File: src/rtl/debounce_pkg.sv
// Shared definitions for the debouncer bank: counter sizing helper and the
// auto-repeat state encoding.
package debounce_pkg;

    typedef enum logic [1:0] {
        IDLE   = 2'd0,
        DELAY  = 2'd1,
        PERIOD = 2'd2
    } rpt_state_t;

    // Bits needed to hold maxval (at least 1).
    function automatic int clog2_max(input int maxval);
        int n;
        n = 1;
        while ((maxval >> n) != 0)
            n++;
        return n;
    endfunction

endpackage

File: src/rtl/debouncer_channel.sv
// One debounced channel: 2-flop synchroniser, stability qualifier, edge pulses
// and an optional auto-repeat generator.
module debouncer_channel
    import debounce_pkg::*;
#(
    parameter int STABLE_CYCLES = 500000,
    parameter int REPEAT_EN     = 0,
    parameter int REPEAT_DELAY  = 25000000,
    parameter int REPEAT_PERIOD = 5000000
) (
    input  logic CLK50MHZ,
    input  logic RST,
    input  logic in,
    output logic level,
    output logic press,
    output logic release_p,
    output logic repeat_p
);

    localparam int CW = clog2_max(STABLE_CYCLES - 1);

    logic          sync1, sync2;
    logic [CW-1:0] cnt;
    logic          done, rise, fall;

    assign done = (sync2 != level) && (cnt == CW'(STABLE_CYCLES - 1));
    assign rise = done && !level;
    assign fall = done && level;

    always_ff @(posedge CLK50MHZ or posedge RST) begin
        if (RST) begin
            sync1     <= 1'b0;
            sync2     <= 1'b0;
            level     <= 1'b0;
            press     <= 1'b0;
            release_p <= 1'b0;
            cnt       <= '0;
        end else begin
            sync1     <= in;
            sync2     <= sync1;
            press     <= rise;
            release_p <= fall;
            // Any cycle matching the current level restarts qualification.
            if (sync2 == level)
                cnt <= '0;
            else if (done) begin
                level <= sync2;
                cnt   <= '0;
            end else
                cnt <= cnt + 1'b1;
        end
    end

    if (REPEAT_EN != 0) begin : g_rpt
        localparam int RMAX = (REPEAT_DELAY > REPEAT_PERIOD) ? REPEAT_DELAY : REPEAT_PERIOD;
        localparam int RW   = clog2_max(RMAX - 1);

        rpt_state_t    state, state_n;
        logic [RW-1:0] rcnt, rcnt_n;
        logic          rep_n;

        always_ff @(posedge CLK50MHZ or posedge RST) begin
            if (RST) begin
                state    <= IDLE;
                rcnt     <= '0;
                repeat_p <= 1'b0;
            end else begin
                state    <= state_n;
                rcnt     <= rcnt_n;
                repeat_p <= rep_n;
            end
        end

        // A falling edge (or a low level) wins over any pending repeat pulse.
        always_comb begin
            state_n = state;
            rcnt_n  = rcnt;
            rep_n   = 1'b0;
            if (fall || (!level && !rise)) begin
                state_n = IDLE;
                rcnt_n  = '0;
            end else if (rise) begin
                state_n = DELAY;
                rcnt_n  = '0;
            end else begin
                case (state)
                    DELAY: begin
                        if (rcnt == RW'(REPEAT_DELAY - 1)) begin
                            rep_n   = 1'b1;
                            state_n = PERIOD;
                            rcnt_n  = '0;
                        end else
                            rcnt_n = rcnt + 1'b1;
                    end
                    PERIOD: begin
                        if (rcnt == RW'(REPEAT_PERIOD - 1)) begin
                            rep_n  = 1'b1;
                            rcnt_n = '0;
                        end else
                            rcnt_n = rcnt + 1'b1;
                    end
                    default: begin
                        state_n = IDLE;
                        rcnt_n  = '0;
                    end
                endcase
            end
        end
    end else begin : g_norpt
        assign repeat_p = 1'b0;
    end

endmodule

File: src/rtl/debouncer_bank.sv
// Bank of independent debounced inputs. The release/repeat outputs carry a _p
// suffix because the bare words are reserved in SystemVerilog.
module debouncer_bank #(
    parameter int CHANNELS      = 4,
    parameter int STABLE_CYCLES = 500000,
    parameter int REPEAT_EN     = 0,
    parameter int REPEAT_DELAY  = 25000000,
    parameter int REPEAT_PERIOD = 5000000
) (
    input  logic                CLK50MHZ,
    input  logic                RST,
    input  logic [CHANNELS-1:0] in,
    output logic [CHANNELS-1:0] level,
    output logic [CHANNELS-1:0] press,
    output logic [CHANNELS-1:0] release_p,
    output logic [CHANNELS-1:0] repeat_p
);

    for (genvar i = 0; i < CHANNELS; i++) begin : g_ch
        debouncer_channel #(
            .STABLE_CYCLES(STABLE_CYCLES),
            .REPEAT_EN    (REPEAT_EN),
            .REPEAT_DELAY (REPEAT_DELAY),
            .REPEAT_PERIOD(REPEAT_PERIOD)
        ) u_ch (
            .CLK50MHZ (CLK50MHZ),
            .RST      (RST),
            .in       (in[i]),
            .level    (level[i]),
            .press    (press[i]),
            .release_p(release_p[i]),
            .repeat_p (repeat_p[i])
        );
    end

endmodule
File: config.mk
export PLATFORM = sky130hd
export DESIGN_NAME = debouncer_bank
export DESIGN_NICKNAME = d
export VERILOG_FILES = /design/src/rtl/debounce_pkg.sv /design/src/rtl/debouncer_channel.sv /design/src/rtl/debouncer_bank.sv
export SDC_FILE = /design/constraint.sdc
export NUM_CORES = 1
export LEC_CHECK = 0
export CORE_UTILIZATION = 35
export DETAILED_ROUTE_END_ITERATION = 12
export HOLD_SLACK_MARGIN = 0.05
export MAX_ROUTING_LAYER = met4
export RECOVER_POWER = 25
export SKIP_CTS_REPAIR_TIMING = 1
export SYNTH_ARGS = -nofsm -noshare
export SYNTH_HDL_FRONTEND = slang
export SYNTH_SLANG_ARGS = --single-unit
export TNS_END_PERCENT = 5
File: constraint.sdc
create_clock -name CLK50MHZ -period 6.2 [get_ports CLK50MHZ]
set_clock_uncertainty 0.1 [all_clocks]
set_input_delay 0.62 -clock CLK50MHZ [delete_from_list [all_inputs] [get_ports CLK50MHZ]]
set_output_delay 0.62 -clock CLK50MHZ [all_outputs]
set_load 0.03 [all_outputs]
# Word level (Yosys, flattened, before mapping)
# Cells that the tools add are included.
# word_totals
reg_bits	96
latch_bits	0
ram_bits	0
mem_bits_ro	0
in_bits	6
out_inout_bits	16
word_cells	72
memories	0
# op_classes
addsub	4
mul	0
n_div	0
n_lt_le_gt_ge	0
eq_ne	12
shift	0
mux	8
bitwise	4
n_reduce_logical	20
# ops
op	count
2-to-1 mux 19 bit	8
adder 19 x 1 -> 19 bit (second input constant)	4
== test 19 bit (second input constant)	4
logical AND 1 bit	12
AND reduction 2 bit	4
== test 1 bit	4
zero test 1 bit	4
inequality test 1 bit	4
inverter 1 bit	4

# Depth between registers and ports, before layout
# logic_depth
depth_word	4
mapped_depth	7
mapped_depth_nobuf	5

# Modules after synthesis
# A second synthesis with hierarchy kept.
# hier_totals
cells_unflattened	440
hier_area_um2	4559.4
# by_module_without_submodules
mod	instances	cells_each	area_per_inst_um2	seq_area_each_um2
debouncer_channel	4	110	1139.8	600.6

# Worst setup path before layout
# No wires, ideal clock.
# synth_timing
path_type	register to register
start	register g_ch[1].u_ch.cnt[12]
end	register g_ch[1].u_ch.cnt[8]
setup_time_ns	0.119
arrival_time_ns	1.659
t_required_ns	5.981
setup_slack_ns	4.323
path_stages_with_launch	7
n_path_buf	2
synth_period_minus_slack_ns	1.877
cell_sequence	dfrtp_1 or4b_1 nor4_1 a31o_2 buf_2 buf_4 nor2_1
# synth_between
elab_chain_cells	4
# synth_rtl
element	line	source
start, declared	debouncer_channel.sv:23	logic [CW-1:0] cnt;
start signal, assigned	debouncer_channel.sv:50	cnt <= cnt + 1'b1;
== test 19 bit	debouncer_channel.sv:26	assign done = (sync2 != level) && (cnt == CW'(STABLE_CYCLES - 1));
logical AND 1 bit	debouncer_channel.sv:26	
2-to-1 mux 19 bit	debouncer_channel.sv:46	else if (done) begin
2-to-1 mux 19 bit	debouncer_channel.sv:44	if (sync2 == level)
# No other way between the ends.
# A chain may end at the register's enable or synchronous reset.

==> impl_metrics.toml <==
[status]
status = "finished with violations"
violations = "max-capacitance violations, max-slew violations"

[floorplan]
dieArea_um2 = 13500
die_x_um = 116
start_util_pct = 36.1
ioPinCount = 22
coreArea_um2 = 12700
num_rows = 41
dieHeight_um = 116

[final_layout]
utilization_pct = 40.2
n_antenna_cell = 0
drive_above_1_share_pct = 6.28
final_cell_area_um2 = 5090
syn_to_final_growth_pct = 11.3
n_fill_cell = 1202
regArea_um2 = 2400
layout_commonest_cell = "dfrtp_1"
multi_input_area_um2 = 1940
final_cell_mix = "96 x dfrtp_1, 57 x nor2_1, 29 x xnor2_1, 27 x nand3_1"
layout.nets = 467

[yosys]
synthXorXnorAreaFrac_pct = 9.95
synth_adder_area_share_pct = 1.09
synth-simple-area-share_pct = 24.1
synth.distinct_cells = 37
synth_area_um2 = 4580
synth_top_cell_by_area = "dfrtp_1"
synth.avg_cell_area_um2 = 10.1
yosysTopAreaCellShare_pct = 52.5
ys_ff_latch = 96
seq_area_frac_synth_pct = 52.5
yosysWarnings = 0
synthTopCellsByArea = "dfrtp_1 52%, xnor2_1 5.5%, nor2_1 4.7%, xor2_1 4.4%, buf_4 3.3%"
synth_compound_area_share_pct = 6.40
synthMuxAreaShare_pct = 0.492
synthCells = 453
synth_top_family_by_area = "simple AND/OR/NAND/NOR gates"

[global_route]
antenna_found_initial = 0
grt_pass1_vias = 3141
grt_overflow = 0
track_usage_pct = 14.0
grt_pass1_wl_mm = 14.5
grt_max_degree = 50

[detailed_routing]
antenna_left = 0
dr.pass1.iters = 4
wire_per_inst_um = 12.7
viasPerCell = 5.03
drc = 0
drtIter0Drc = 159
num_vias = 3192
drt_wl_total_mm = 8.07

[timing]
rsz0062_at_grt = "false"
slew_violations = 50
max_slew.worst_pin.slew_ns = 2.11
finalHoldViolations = 0
setup_viol = 0
fmax_ghz = 0.358
finalSetupTns_ns = 0
max_slew_margin_pct = -41.7
finalCritPeriodShare_pct = 45.1
fin_crit_ns = 2.79

[power_and_ir_drop]
p_seq_share_pct = 52.3
ir_worst_vdd_mv = 0.145
swShare_pct = 22.3
p_leak_nw = 2.02
p_sw_uw = 275
p_comb_share_pct = 3.3
p_int_uw = 959
p_clk_share_pct = 44.4
powerDensity_nw_per_um2 = 242

[clocking]
cts.clk_slew.worst_paths_ns = 0.06
clk_latency_ns = 0.35
numCtsBuffers = 9
clock_sinks = 96
cts_tree = "yes"
clock_path_buffers = 2
root_buffer = "clkbuf_16"
h-tree-depth = 3

[worst_setup_path]
r2r-start = "g_ch[2].u_ch.cnt[0]"
crit_path_cell_trace = "dlygate4sd3_1 -> clkinvlp_2 -> buf_4"
critPathArrivalTime_ns = 3.13
max_stage_delay_ns = 1.21
worst-r2r-cell-count = 5
cp.required_ns = 6.53
critPathBufInv = 3
cp_max_fo = 49
crit_family = "buffers and inverters"
r2r_setup_slack_ns = 3.92
critPathKind = "input port to async pin"
slowest_stage = "clkinvlp_2"
cp-start-kind = "input port"
critPathCaptureType = "async pin"
regToRegEndpoint = "g_ch[2].u_ch.cnt[8]"

[min_path]
min_from = "g_ch[1].u_ch.sync1"
hp-class = "flop to flop"
min_delay_path_depth = 0
min_to = "g_ch[1].u_ch.sync2"

[placement]
portBuffers = 17
place_area_um2 = 4800
gp_congestion = 0.772
post-dp-hpwl_mm = 5.40

[run]
drv_cap = 1
-- synth_stat cells --
master and number:
buf_2 4, or2_1 1, inv_1 17, nor3_1 14, nor4_1 11, and4_1 9, nor3b_1 3, a21oi_1 22
mux2_2 2, ha_1 4, nor2_1 57, or4_1 15, nand3b_1 2, and2_1 5, xor2_1 23, buf_4 20
or3_2 1, or2_2 2, nand2_1 23, nand3_1 27, or4b_1 1, clkbuf_1 4, o31ai_1 13, and3_1 1
or3_1 12, xnor2_1 29, o21bai_2 2, nor2b_1 1, o21ai_0 9, nor4b_1 1, or2_0 1, nand4_2 2
a31o_2 2, dfrtp_1 96, nand4_1 15, conb_1 1, nor4bb_1 1
-- layer usage --
layer	track usage (%)	wire [um]	vias up
li1	-	-	1587
met1	18.1	3990	1552
met2	21.0	3700	37
met3	2.39	186	16
met4	7.44	194	0
met5	-	0	-
-- cell type report --
cell class / instances / share of cell area (%)
Clock buffer: 9 / 4.42
Clock inverter: 7 / 1.38
Inverter: 17 / 1.28
Multi-Input combinational cell: 315 / 38.0
Sequential cell: 96 / 47.2
Tap cell: 172 / 4.22
Timing Repair Buffer: 18 / 3.49
-- stage by stage --
stage	power (mW)	hold WS, ns	setup slack [ns]	std cells
floorplan	0.689	0.231	2.97	456
global placement	0.698	0.237	3.93	618
detailed placement	0.699	0.235	3.90	618
CTS	1.25	0.251	3.91	634
global route	1.28	0.256	2.94	634
finish	1.23	0.248	3.41	634
-- sequential cells by signal (all words and copies together), names as in the netlist --
| register | flops |
|---|---|
| g_ch.u_ch.cnt | 76 |
| g_ch.u_ch.level | 4 |
| g_ch.u_ch.press | 4 |
| g_ch.u_ch.release_p | 4 |
| g_ch.u_ch.sync1 | 4 |
| g_ch.u_ch.sync2 | 4 |
-- worst reg2reg max path, cell delays in order (launching register included) --
cell and delay, ns:
dfrtp_1 0.43, ha_1 0.29, nor4bb_1 0.32, nand3b_1 0.19, o21bai_2 0.68, nor2_1 0.13
-- worst max-delay path by stage --
stage | start | to | cells after the start
6_report | RST | g_ch[2].u_ch.cnt[7] | 3
5_1_grt | RST | g_ch[2].u_ch.cnt[5] | 3
4_1_cts | g_ch[2].u_ch.cnt[0] | g_ch[2].u_ch.cnt[8] | 5
3_5_place_dp | RST | g_ch[1].u_ch.cnt[17] | 3
3_3_place_gp | RST | g_ch[1].u_ch.cnt[16] | 3
2_1_floorplan | RST | g_ch[0].u_ch.cnt[0] | 1
-- power groups by stage --
| stage | logic (mW) | registers [mW] | clock network (mW) |
|---|---|---|---|
| floorplan | 0.0361 | 0.653 | 0 |
| global placement | 0.0424 | 0.655 | 0 |
| detailed placement | 0.0433 | 0.656 | 0 |
| CTS | 0.0435 | 0.644 | 0.567 |
| global route | 0.0485 | 0.646 | 0.589 |
| finish | 0.0409 | 0.645 | 0.548 |
-- cells by family (layout without fill, tap and decap cells) --
group                      count (synthesis)  in the layout
muxes                                      2              2
other                                      1              4
adders and majority gates                  4              4
xor gates and xnor gates                  52             52
AOI/OAI and AO/OA                         48             48
and+or+nand+nor                          205            205
buffers and inverters                     45             51
DFF                                       96             96
No activity file was read; power rests on OpenSTA's default activity.
